### src/rtl/fetch_unit.sv
// Instruction-fetch stage: owns the PC, registers ROM output for decode, handles stall/jump/halt.
// Optional return-address stack for call/return is enabled by defining RETURN_STACK_EN.
module fetch_unit #(
  parameter int unsigned             ADDR_W    = 17,
  parameter int unsigned             INSTR_W   = 19,
  parameter logic [ADDR_W-1:0]       RESET_VEC = '0,
  parameter int unsigned             RS_DEPTH  = 4
) (
  input  logic               i_clk,
  input  logic               i_rst,
  output logic [ADDR_W-1:0]  o_instrAddr,
  input  logic [INSTR_W-1:0] i_instr,
  output logic [INSTR_W-1:0] o_instr,
  output logic               o_valid,
  output logic [ADDR_W-1:0]  o_pc,
  input  logic               i_stall,
  input  logic               i_jump,
  input  logic [ADDR_W-1:0]  i_target,
  input  logic               i_call,
  input  logic               i_ret,
  input  logic               i_halt,
  input  logic               i_resume,
  output logic               o_halted,
  output logic               o_rs_err
);

  typedef enum logic {RUN, HALT} state_t;

  state_t             state, state_nx;
  logic [ADDR_W-1:0]  pc, pc_nx, opc, opc_nx;
  logic [INSTR_W-1:0] instr, instr_nx;
  logic               valid, valid_nx;

`ifdef RETURN_STACK_EN
  localparam int unsigned   PTR_W   = (RS_DEPTH > 1) ? $clog2(RS_DEPTH) : 1;
  localparam logic [PTR_W:0] RS_FULL = (PTR_W + 1)'(RS_DEPTH);

  logic [ADDR_W-1:0] rs_mem [RS_DEPTH];
  logic [PTR_W-1:0]  rs_ptr;
  logic [PTR_W:0]    rs_cnt;
  logic              rs_err;
  logic [ADDR_W-1:0] rs_top;
  logic              push, pop, rs_err_set;

  assign rs_top = rs_mem[rs_ptr - PTR_W'(1)];
`endif

  always_comb begin
    state_nx = state;
    pc_nx    = pc;
    opc_nx   = opc;
    instr_nx = instr;
    valid_nx = valid;
`ifdef RETURN_STACK_EN
    push       = 1'b0;
    pop        = 1'b0;
    rs_err_set = 1'b0;
`endif
    case (state)
      RUN: begin
        if (i_halt) begin
          state_nx = HALT;
          valid_nx = 1'b0;
        end else if (i_jump) begin
          pc_nx    = i_target;
          valid_nx = 1'b0;
        end else if (i_call) begin
          pc_nx    = i_target;
          valid_nx = 1'b0;
`ifdef RETURN_STACK_EN
          push     = 1'b1;
`endif
        end
`ifdef RETURN_STACK_EN
        else if (i_ret) begin
          valid_nx = 1'b0;
          if (rs_cnt == '0) begin
            rs_err_set = 1'b1;
            state_nx   = HALT;
          end else begin
            pc_nx = rs_top;
            pop   = 1'b1;
          end
        end
`endif
        else if (!i_stall) begin
          instr_nx = i_instr;
          opc_nx   = pc;
          valid_nx = 1'b1;
          pc_nx    = pc + ADDR_W'(1);
        end
      end
      HALT: begin
        valid_nx = 1'b0;
        if (i_resume && !i_halt) state_nx = RUN;
      end
      default: state_nx = RUN;
    endcase
  end

  always_ff @(posedge i_clk) begin
    if (i_rst) begin
      state <= RUN;
      pc    <= RESET_VEC;
      opc   <= '0;
      instr <= '0;
      valid <= 1'b0;
    end else begin
      state <= state_nx;
      pc    <= pc_nx;
      opc   <= opc_nx;
      instr <= instr_nx;
      valid <= valid_nx;
    end
  end

`ifdef RETURN_STACK_EN
  // Circular buffer: a push when full overwrites the oldest entry while count saturates.
  always_ff @(posedge i_clk) begin
    if (i_rst) begin
      rs_ptr <= '0;
      rs_cnt <= '0;
      rs_err <= 1'b0;
    end else begin
      if (push) begin
        rs_mem[rs_ptr] <= pc;
        rs_ptr         <= rs_ptr + PTR_W'(1);
        if (rs_cnt == RS_FULL) rs_err <= 1'b1;
        else                   rs_cnt <= rs_cnt + (PTR_W + 1)'(1);
      end
      if (pop) begin
        rs_ptr <= rs_ptr - PTR_W'(1);
        rs_cnt <= rs_cnt - (PTR_W + 1)'(1);
      end
      if (rs_err_set) rs_err <= 1'b1;
    end
  end

  assign o_rs_err = rs_err;
`else
  logic unused;
  assign unused   = i_ret ^ (RS_DEPTH == 0);
  assign o_rs_err = 1'b0;
`endif

  assign o_instrAddr = pc;
  assign o_instr     = instr;
  assign o_valid     = valid;
  assign o_pc        = opc;
  assign o_halted    = (state == HALT);

endmodule

### config.mk
export PLATFORM = sky130hd
export DESIGN_NAME = fetch_unit
export DESIGN_NICKNAME = d
export VERILOG_FILES = /design/src/rtl/fetch_unit.sv
export SDC_FILE = /design/constraint.sdc
export NUM_CORES = 1
export LEC_CHECK = 0
export CORE_ASPECT_RATIO = 1.75
export CORE_MARGIN = 8
export CORE_UTILIZATION = 40
export DETAILED_ROUTE_END_ITERATION = 7
export HOLD_SLACK_MARGIN = 0.03
export PLACE_DENSITY = 0.75
export SLEW_MARGIN = 5
export SYNTH_ARGS = -nofsm -noshare
export SYNTH_HDL_FRONTEND = slang
export SYNTH_SLANG_ARGS = --single-unit
### constraint.sdc
create_clock -name i_clk -period 2.4 [get_ports i_clk]
set_input_delay 0.6 -clock i_clk [delete_from_list [all_inputs] [get_ports i_clk]]
set_output_delay 0.6 -clock i_clk [all_outputs]
set_load 0.1 [all_outputs]
==> results.toml, run 1 <==
[drt]
drcViolationCount = 0
routedWlPerCell_um = 15.6
ant_nets = 0
vias = 2584
viasPerCell = 5.25
drt-initial-drc-count = 138
wl_um = 7670
drt_pass1_iterations = 4

[final_layout]
drive_gt1_share_pct = 19.7
instances_no_fill = 492
synthToLayoutAreaGrowth_pct = 41.3
final_cell_mix = "nand2_1 (88), buf_4 (65), dfxtp_1 (55)"
fillerInstances = 620
layout_commonest_cell = "nand2_1"
finalNetCount = 455

[clock_tree]
clk_pin_slew_worst_paths_ns = 0.10
clock_latency_ns = 0.31
cts_sinks = 55
post_cts_buffers = 0
h-tree-depth = 2
cts_hold_buf = 0
cts_buffers = 5
root_buffer = "clkbuf_8"
cts.repair.resized = 0
cts_buffer_depth = 2
cts_tree = "yes"

[placement]
hpwlAfterDp_um = 5770
placedCellCount = 483
routabilityCongestion = 0.818
io_buffers = 97

[sta]
rsz0062_at_grt = "false"
final-setup-viol-count = 0
final-hold-violation-count = 0
fin_skew_ns = 0.00600
whs_ns = 0.459
clock.fmax_mhz = 503
worst_pin_slew_ns = 0.495
min_period_over_period_pct = 82.8
period_minus_slack_ns = 1.99
slew_headroom_pct = 66.7
setup_tns_ns = 0
slew_violations = 0

[synthesis]
avgSynthCellArea_um2 = 7.79
synth-seq-cells = 55
syn_nets = 362
synth_area_um2 = 2470
synth_area_leaders = "dfxtp_1 (45%), nand2_1 (13%), a21oi_1 (8.9%)"
yosysTopAreaCell = "dfxtp_1"
seq_area_frac_synth_pct = 44.6
synth_top_area_share_pct = 44.6
syn_inst = 317
synth_cell_types = 43
yosys_warnings = 0

[critical_path]
slowest_stage = "clkdlybuf4s50_1"
r2r_slack_ns = 0.57
crit_chain = "clkdlybuf4s50_1 > or2_1 > nor2_2 > buf_4 > nor2_1 > a311oi_1"
cp_data_required_time_ns = 2.62
worstSetupEndpointType = "register"
crit_type = "in -> reg"
crit_family = "buffers and inverters"
cp_data_arrival_time_ns = 2.21
max_stage_delay_ns = 0.48
crit_buf_inv = 2
critPathMaxFanout = 10
start_kind = "input pin"

[pwr]
combPwrFrac_pct = 23.4
p_clk_share_pct = 27.0
p_int_uw = 1300
power_leakage_uw = 0.00131
powerDensity_nw_per_um2 = 564
seqPwrFrac_pct = 49.6
p_sw_share_pct = 34.2
ir_drop_uv = 421
switchingPower_uw = 673

[global_route]
grt_pass1_wl_um = 12200
grt_max_degree = 36
antenna_found_initial = 1
overflow = 0
grt_pass1_vias = 2479
grt_usage_pct = 17.1

[floorplanning]
io_pins = 100
core_um2 = 6090
start_util_pct = 40.6
design.die.area_um2 = 9040
die_h_um = 120
die_w_um = 75.4
num_rows = 38

[hold_path]
hold_path_class = "reg -> reg"

[run]
maxCapViolCount = 0

[run_status]
status = "complete, no violations"
## power by group through the flow
stage                     registers, uW  clock network, uW  logic (uW)
after detailed placement            998                  0         461
final                               978                532         460
after CTS                           977                555         462
after global placement              998                  0         457
after global routing                984                598         483
after floorplan                    1180                  0         123
## synthesized netlist by cell type
master      n
nand2_1    88
dfxtp_1    55
a21oi_1    44
nor2_1     16
clkbuf_1   11
nand3_1     9
nand4_1     9
o21ai_0     8
buf_2       6
nor4_1      6
a32o_1      5
inv_1       5
buf_6       4
o21ai_1     4
a22o_1      3
a31oi_1     3
buf_4       3
nor3_1      3
o311ai_1    3
o41ai_1     3
a21o_1      2
a311oi_1    2
and2_0      2
and4_1      2
nor3b_1     2
or2_1       2
a2111oi_1   1
a21boi_0    1
a221o_1     1
a22oi_1     1
and2_1      1
and3_1      1
conb_1      1
ha_1        1
nand2b_1    1
nor2_2      1
nor3_2      1
nor3_4      1
nor3b_2     1
o21a_1      1
o221ai_1    1
o311a_1     1
o31ai_1     1
## logic make-up (layout without fill, tap and decap cells)
logic type	count (synthesis)	in the layout	synth area share, %
adder cells (fa/ha/maj)	1	1	0.507
AND/OR/NAND/NOR	146	146	27.0
other	1	2	0.152
AO/OA/AOI/OAI	85	85	21.4
flip-flops	55	55	44.6
buffers and inverters	29	123	6.38
## worst paths after layout
check | from | endpoint | depth (start not counted)
worst min register to register | o_pc[15] | o_pc[15] | 2
worst max-delay path | i_halt | o_instrAddr[1] | 6
worst max register to register | o_instrAddr[4] | o_instrAddr[13] | 4
worst min-delay path | o_pc[15] | o_pc[15] | 2
## metal layers
metal / vias up / track usage [%] / part of all wire (%)
met5: - / 0 / 0
met4: 0 / 7.63 / 1.8
met3: 8 / 3.51 / 5.4
met2: 82 / 30.3 / 55
met1: 1197 / 18.5 / 38
li1: 1297 / - / -
## layout make-up
cell class	instances	area [um^2]	area share (%)
diodes	1	2.50	0.0717
clock buffers	5	68.8	1.97
clock inverters	3	25.0	0.717
inverters	5	18.8	0.538
multi-input cells	233	1210	34.7
flip-flops and latches	55	1100	31.5
well taps	80	100	2.87
repair buffers	110	963	27.6
## through the flow
stage / area [um^2] / util, % / power (uW) / setup WS, ns
after floorplan: 2470 / - / 1300 / 0.0711
after global placement: 3390 / 55.8 / 1450 / 0.117
after detailed placement: 3390 / 55.8 / 1460 / 0.0919
after CTS: 3490 / 57.3 / 1990 / 0.427
after global routing: 3490 / 57.4 / 2060 / 0.287
final: 3490 / 57.4 / 1970 / 0.414
## worst min-delay path, cell delays in order (launching register included)
cell	delay, ns
dfxtp_1	0.32
nand2_1	0.05
a21oi_1	0.05
## registers in the layout (all words and copies together) (netlist names)
register	count
o_pc	17
o_halted	1
o_instr	19
o_instrAddr	17
o_valid	1
(Power assumes the default switching activity.)
==> run 2, diff against run 1 <==
==> constraint.sdc (replaced) <==
create_clock -name i_clk -period 1.9 [get_ports i_clk]
set_input_delay 0.475 -clock i_clk [delete_from_list [all_inputs] [get_ports i_clk]]
set_output_delay 0.475 -clock i_clk [all_outputs]
set_load 0.1 [all_outputs]
==> run 2 against run 1 <==
Sequential share of layout area fell by 5.6 points; largest cell class is now buffers; register-to-register slack lost 0.44 ns; clock skew about the same; critical endpoint is now o_instrAddr[12]; largest power group unchanged; critical path type unchanged; cell area up 24%.
==> results.toml, run 2 (synthesis gave the netlist of run 1 again) <==
[critical_path]
worstSetupEndpointType = "register"
cp_data_arrival_time_ns = 2.00
cp.depth = 6
cp_data_required_time_ns = 2.10
max_stage_delay_ns = 0.44
critPathMaxFanout = 6
crit_type = "in -> reg"
slowest_stage = "clkdlybuf4s50_1"
crit_family = "buffers and inverters"
crit_chain = "clkdlybuf4s50_1 > buf_4 > nor3b_2 > nand2b_1 > nor2_1 > a221o_1"
crit_buf_inv = 2
r2r_cells = 5
start_kind = "input pin"

[pwr]
power_leakage_uw = 0.00155
powerDensity_nw_per_um2 = 624
ir_drop_uv = 518

[sta]
fin_skew_ns = 0.00574
final-hold-violation-count = 0
clock.fmax_mhz = 556
whs_ns = 0.494
slew_violations = 0
final-setup-viol-count = 0
rsz0062_at_grt = "false"
min_period_over_period_pct = 94.7
period_minus_slack_ns = 1.80

[floorplanning]
io_pins = 100
die_w_um = 75.4
die_h_um = 120
num_rows = 38
core_um2 = 6090
design.die.area_um2 = 9040
start_util_pct = 40.6

[final_layout]
drive_gt1_share_pct = 25.7
fillerInstances = 468
synthToLayoutAreaGrowth_pct = 75.0
final_cell_mix = "nand2_1 (88), buf_12 (58), a21oi_1 (44)"
instances_no_fill = 504
layout_commonest_cell = "nand2_1"
largest_reg_flops = 19
finalNetCount = 468
final_area_um2 = 4320
antenna-diode-count = 0

[clock_tree]
cts_tree = "yes"
root_buffer = "clkbuf_8"
cts_buffers = 5
clk_pin_slew_worst_paths_ns = 0.09
post_cts_buffers = 0
clock_latency_ns = 0.31
cts_sinks = 55
h-tree-depth = 2
cts_buffer_depth = 2
cts.repair.resized = 0
cts_hold_buf = 0

[drt]
drt_pass1_iterations = 4
drt-initial-drc-count = 155
routedWlPerCell_um = 16.5
wl_um = 8310
vias = 2693
ant_nets = 0
drcViolationCount = 0
viasPerCell = 5.34

[placement]
placedCellCount = 496
routabilityCongestion = 0.907
io_buffers = 97
place_area_um2 = 4200
hpwlAfterDp_um = 6460

[global_route]
grt_pass1_vias = 2636
grt_pass1_wl_um = 13200
overflow = 0
grt_max_degree = 47
antenna_found_initial = 0
grt_usage_pct = 18.6

[run]
maxCapViolCount = 0

[hold_path]
hold_path_class = "reg -> reg"
holdPathStages = 2

[run_status]
status = "complete, no violations"
## run 2: changes by cell type in the layout (fill, tap and decap cells not counted), sizes merged
cell,delta
buf,+13
clkbuf,+2
clkinv,-1
clkinvlp,-1
diode,-1
## run 2: layout make-up
class                   instances  area [um^2]  share of cell area (%)
multi-input cells             233         1220                    28.2
clock buffers                   7          108                    2.49
well taps                      80          100                    2.32
clock inverters                 1         5.00                   0.116
inverters                       5         18.8                   0.434
flip-flops and latches         55         1120                    26.0
repair buffers                123         1750                    40.5
## run 2: metal layers
layer	vias up	global-route usage, %	routed length [um]	share of wire [%]
met5	-	0	0	0
met4	0	8.11	253	3.0
met3	17	2.34	331	4.0
met2	84	34.3	4640	56
met1	1270	19.7	3090	37
li1	1322	-	-	-
## run 2: report_power, final
group / internal [uW] / switching [uW]
logic: 290 / 406
clock network: 374 / 376
registers: 1190 / 64.5
## run 2: final timing paths
| kind | from | slack [ns] | end |
|---|---|---|---|
| worst max-delay path | i_call | 0.10 | o_instrAddr[12] |
| worst min-delay path | o_pc[1] | 0.49 | o_pc[1] |
| worst max register to register | o_instrAddr[0] | 0.13 | o_instrAddr[10] |
| worst min register to register | o_pc[1] | 0.49 | o_pc[1] |
## run 2: metrics by stage
stage          setup slack (ns)  power (uW)  util [%]  TNS (ns)
6_report                  0.101        2700      71.0         0
5_1_grt                  0.0114        2820      71.0         0
4_1_cts                  0.0777        2720      70.9         0
3_5_place_dp             -0.256        1970      69.0     -7.68
3_3_place_gp             -0.208        1970      69.0     -5.13
2_1_floorplan           0.00236        1650         -         0
## run 2: worst min-delay path, stage by stage (launching register included)
cell and delay [ns]:
dfxtp_1 0.34, nand2_1 0.06, a21oi_1 0.05
==> run 3, diff against run 2 <==
--- a/config.mk
+++ b/config.mk
@@ -11,6 +11,7 @@
 export DETAILED_ROUTE_END_ITERATION = 7
 export HOLD_SLACK_MARGIN = 0.03
 export PLACE_DENSITY = 0.75
+export SKIP_CTS_REPAIR_TIMING = 1
 export SLEW_MARGIN = 5
 export SYNTH_ARGS = -nofsm -noshare
 export SYNTH_HDL_FRONTEND = slang
==> results of run 3 <==
The final DEF is identical to that of run 2; final timing and power are the same.
==> RTL change 1 (config.mk and constraints of run 1) <==
The parameter `INSTR_W` goes from 19 to 27.
--- a/src/rtl/fetch_unit.sv
+++ b/src/rtl/fetch_unit.sv
@@ -3,5 +3,5 @@
 module fetch_unit #(
   parameter int unsigned             ADDR_W    = 17,
-  parameter int unsigned             INSTR_W   = 19,
+  parameter int unsigned             INSTR_W   = 27,
   parameter logic [ADDR_W-1:0]       RESET_VEC = '0,
   parameter int unsigned             RS_DEPTH  = 4
Interface: changed (resized i_instr and o_instr); port bits go from 100 to 116. No check against the original RTL was run, so the function may have changed too.
==> RTL change 1 against run 1 <==
  * Fmax shrank 5.3%
  * Global-route usage increased by 1.2 points
  * Design area is 18% higher
  * First-iteration DRC count is 46% higher
  * Register-to-register slack got worse by 0.05 ns
  * Area after synthesis rose by 9.3%
  * Power grew 46%
  * Critical path depth fell by 1
  * Routed wire length is 14% higher
  * Setup slack worse by 0.11 ns
  * Sequential cell count grew 8
  * Non-clock buffer count increased by 21
  * Critical endpoint is now o_instrAddr[12]$_SDFFE_PP0P_
  * Largest cell class unchanged
  * Highest routed layer unchanged
==> RTL change 1: results (changes against run 1) <==
Synthesis
  • Multiplexer share of the synthesized area: 0.0120 (was 0)
  • Synth area leaders: dfxtp_1, nand2_1, a21oi_1 (unchanged)
  • Warnings, synthesis: 0 (unchanged)
  • Adder-cell share of the synthesized area: 0.00463 (was 0.00507)
  • Top cells by count, synth: nand2_1, dfxtp_1, a21oi_1 (unchanged)
  • Mapped Nets: 408 (was 362)
  • Cell variety after synth: 38 (was 43)
  • Register area share after synthesis: 0.467 (was 0.446)

Layout
  • # nets final: 521 (was 455)
  • # diodes: 0 (was 1)
  • Share of layout cells above drive strength 1: 0.211 (was 0.197)

CTS
  • CTS root buf: clkbuf_16 (was clkbuf_8)
  • Clock Pin Slew Worst Setup and Hold Paths: 0.05 ns (was 0.10 ns)
  • TritonCTS buffer count: 9 (was 5)
  • H-tree depth: 3 (was 2)

Setup path
  • Crit path max fanout: 4 (was 10)
  • Delay of the slowest critical-path stage: 0.45 ns (was 0.48 ns)
  • Critical path destination: o_instrAddr[12]$_SDFFE_PP0P_ (was o_instrAddr[1]$_SDFFE_PP0P_)
  • R2R Setup Slk: 0.52 ns (was 0.57 ns)
  • Largest delay contributor family on the critical path: simple AND/OR/NAND/NOR gates (was buffers and inverters)
  • CP arrival: 2.34 ns (was 2.21 ns)
  • Critical R2R Launch: o_instrAddr[0]$_SDFFE_PP0P_ (was o_instrAddr[4]$_SDFFE_PP0P_)
  • Depth of the most critical reg-to-reg path: 5 (was 4)

Timing
  • Max Freq: 477 MHz (was 503 MHz)
  • Clk_skew: 0.00357 ns (was 0.00600 ns)
  • Relative slew slack: 0.509 (was 0.667)

Global route
  • Initial antenna violation count: 0 (was 1)
  • First-pass GRT wire length: 14600 um (was 12200 um)
  • GRT Util Overall: 0.183 (was 0.171)
  • Largest net degree at the start of global routing: 45 (was 36)
  • Vias in the first global route: 2961 (was 2479)

Placement
  • Pre-CTS setup slack: -0.0325 ns (was 0.0919 ns)
  • HPWL after detailed placement: 6430 um (was 5770 um)
  • Routability Congestion: 0.850 (was 0.818)

Detailed routing
  • Vias per inst: 5.32 (was 5.25)
  • Iter 0 DRT Violations: 201 (was 138)
  • Final WL: 8790 um (was 7670 um)

Power
  • Pleak: 1.57 nW (was 1.31 nW)
  • Maximum vdd drop: 481 uV (was 421 uV)

Outcome
  • Status: complete, no violations (unchanged)
==> RTL change 1: tightest hold or removal path, delay by kind of cell (launching register included) <==
family | cells | cell delay, ns
compound gates | 1 | 0.05
simple gates | 1 | 0.05
flops | 1 | 0.30
==> RTL change 1: stage by stage <==
stage          cell area, um^2  setup TNS (ns)  std cells  total power, mW  hold slack (ns)
2_1_floorplan             2700               0        355             1.45            0.717
3_3_place_gp              3830               0        539             1.63            0.442
3_5_place_dp              3830          -0.361        539             1.64            0.447
4_1_cts                   4120               0        552             2.89            0.453
5_1_grt                   4120               0        552             2.96            0.473
6_report                  4120               0        552             2.87            0.452
==> RTL change 1: routing by layer <==
metal,up-vias,wire (um),track usage
li1,1451,-,-
met1,1384,3300,0.199
met2,89,4830,0.317
met3,14,469,0.0419
met4,0,185,0.0933
met5,-,0,0
==> RTL change 1: cell type report <==
cell class                 count  area (um^2)
tap                           82          103
fill                         600         2420
clock inverter                 1         30.0
timing repair buffer         131         1140
clock buffer                  12          256
sequential                    63         1260
inverter                       3         11.3
multi-input combinational    260         1310
==> RTL change 1: logic make-up after synthesis <==
group | Yosys count
other | 1
buffers and inverters | 32
and+or+nand+nor | 160
adders and majority gates | 1
AOI/OAI and AO/OA | 95
muxes | 3
DFF | 63
==> RTL change 1: report_power, final <==
part	total (mW)	internal [mW]	leakage [nW]	switching (mW)
Sequential	1.12	1.08	0.511	0.0402
Clock	1.25	0.841	0.141	0.409
Combinational	0.499	0.166	0.923	0.334
==> RTL change 2 (flow settings as in run 1) <==
Made on the original files. Take the reset off `instr` and load it in a clocked block of its own.
--- a/src/rtl/fetch_unit.sv
+++ b/src/rtl/fetch_unit.sv
@@ -104,5 +104,4 @@
       pc    <= RESET_VEC;
       opc   <= '0;
-      instr <= '0;
       valid <= 1'b0;
     end else begin
@@ -110,7 +109,10 @@
       pc    <= pc_nx;
       opc   <= opc_nx;
-      instr <= instr_nx;
       valid <= valid_nx;
     end
+  end
+
+  always_ff @(posedge i_clk) begin
+    instr <= instr_nx;
   end
 
Check against the original RTL: not equivalent (a bounded check fails within 4 cycles, from zero or initial values and one cycle with i_rst high).
==> RTL change 2 against run 1 <==
  * Design area shrank 2.1%
  * Power shrank 0.21%
  * Final cell count shrank 11%
  * Largest cell class is now sequential cells
  * Setup slack lost 0.013 ns
  * Count of clock-buffer cells in the layout is the same
  * Clock power shrank 4.9%
  * Combinational power shrank 5.9%
  * Routed wire length shrank 9.7%
  * Non-clock buffer count grew 1
  * Sequential cell count is the same
  * Area after synthesis shrank 4.6%
  * Synthesized cell count shrank 20%
==> RTL change 2: results (changes against run 1) <==
Synthesis
  • Post-synth EDFFs: 19 (was 0)
  • Mapped Nets: 300 (was 362)
  • Post-Syn Instances: 255 (was 317)
  • Synth area leaders: dfxtp_1, edfxtp_1, nand2_1 (was dfxtp_1, nand2_1, a21oi_1)
  • Cell variety after synth: 46 (was 43)
  • Post-synth ARST share: 0 (unchanged)
  • Register area share after synthesis: 0.548 (was 0.446)
  • Top cells by count, synth: nand2_1, dfxtp_1, a21oi_1 (unchanged)

Global route
  • Vias in the first global route: 2295 (was 2479)
  • GRT Util Overall: 0.160 (was 0.171)

CTS
  • Maximum clock insertion buffer count: 2 (unchanged)

Layout
  • Fill cells: 537 (was 620)
  • # diodes: 0 (was 1)
  • Share of layout cells above drive strength 1: 0.232 (was 0.197)
  • # nets final: 402 (was 455)
  • Layout area overhead: 45.0% (was 41.3%)

Hold path
  • Worst hold path startpoint: o_pc[13]$_SDFFE_PP0P_ (was o_pc[15]$_SDFFE_PP0P_)
  • Worst Hold Path EP: o_pc[13]$_SDFFE_PP0P_ (was o_pc[15]$_SDFFE_PP0P_)

Power
  • Switch Pwr: 0.631 mW (was 0.673 mW)
  • PwrDens: 575 mW/mm^2 (was 564 mW/mm^2)
  • Pleak: 1.27 nW (was 1.31 nW)
  • Maximum vdd drop: 255 uV (was 421 uV)
  • Seq. pwr: 1.03 mW (was 0.978 mW)

Setup path
  • Reg2reg end: o_instrAddr[12]$_SDFFE_PP0P_ (was o_instrAddr[13]$_SDFFE_PP0P_)
  • R2R Setup Slk: 0.46 ns (was 0.57 ns)
  • Depth of the most critical reg-to-reg path: 5 (was 4)
  • Critical R2R Launch: o_instrAddr[0]$_SDFFE_PP0P_ (was o_instrAddr[4]$_SDFFE_PP0P_)

Detailed routing
  • Vias per inst: 5.31 (was 5.25)
  • Drt wl/cell: 15.9 um (was 15.6 um)
  • Wire length on met3: 479 um (was 413 um)
  • Final WL: 6930 um (was 7670 um)
  • Met2 wire len: 3460 um (was 4200 um)
  • Iter 0 DRT Violations: 110 (was 138)
  • WL met1: 2820 um (was 2930 um)

Timing
  • Hold Slack: 0.459 ns (about the same)
  • Clk_skew: 0.00994 ns (was 0.00600 ns)

Placement
  • Placed instance count: 428 (was 483)
  • Post-DP Area: 0.00333 mm^2 (was 0.00339 mm^2)
  • HPWL after detailed placement: 5250 um (was 5770 um)
  • Routability Congestion: 0.813 (was 0.818)

Outcome
  • Status: complete, no violations (unchanged)
-- RTL change 2: kinds of logic after synthesis --
| group | after synthesis | synth area share |
|---|---|---|
| simple gates | 106 | 0.225 |
| fa+ha+maj | 1 | 0.00531 |
| buf+inv | 22 | 0.0435 |
| other cells | 1 | 0.00159 |
| mux | 2 | 0.00849 |
| flops | 55 | 0.548 |
| compound gates | 68 | 0.168 |
-- RTL change 2: critical path: cells and delay by family --
| family | cells | cell delay (ns) |
|---|---|---|
| AOI/OAI and AO/OA | 2 | 0.34 |
| buffers and inverters | 2 | 0.60 |
| and+or+nand+nor | 2 | 0.68 |
-- RTL change 2: area by class of cell --
class	instances	area share
Multi-Input combinational cell	178	0.282
Sequential cell	55	0.379
Tap cell	78	0.0286
Clock inverter	3	0.00586
Clock buffer	5	0.0201
Inverter	6	0.00659
Timing Repair Buffer	111	0.278
-- RTL change 2: per-layer routing --
layer,up-vias,GRT usage
met3,12,0.0358
met2,92,0.269
li1,1132,-
met5,-,0
met1,1081,0.184
met4,0,0.0718
-- RTL change 2: worst max path at each step --
stage | slack (ns) | depth (start not counted) | to | start
after global routing | 0.29 | 6 | o_instrAddr[4]$_SDFFE_PP0P_ | i_call
after floorplan | 0.07 | 5 | o_instrAddr[12]$_SDFFE_PP0P_ | o_instrAddr[2]$_SDFFE_PP0P_
after global placement | 0.1 | 5 | o_instrAddr[10]$_SDFFE_PP0P_ | i_halt
after CTS | 0.41 | 5 | o_instrAddr[10]$_SDFFE_PP0P_ | i_halt
final | 0.40 | 6 | o_instrAddr[13]$_SDFFE_PP0P_ | i_stall
after detailed placement | 0.07 | 5 | o_instrAddr[10]$_SDFFE_PP0P_ | i_halt
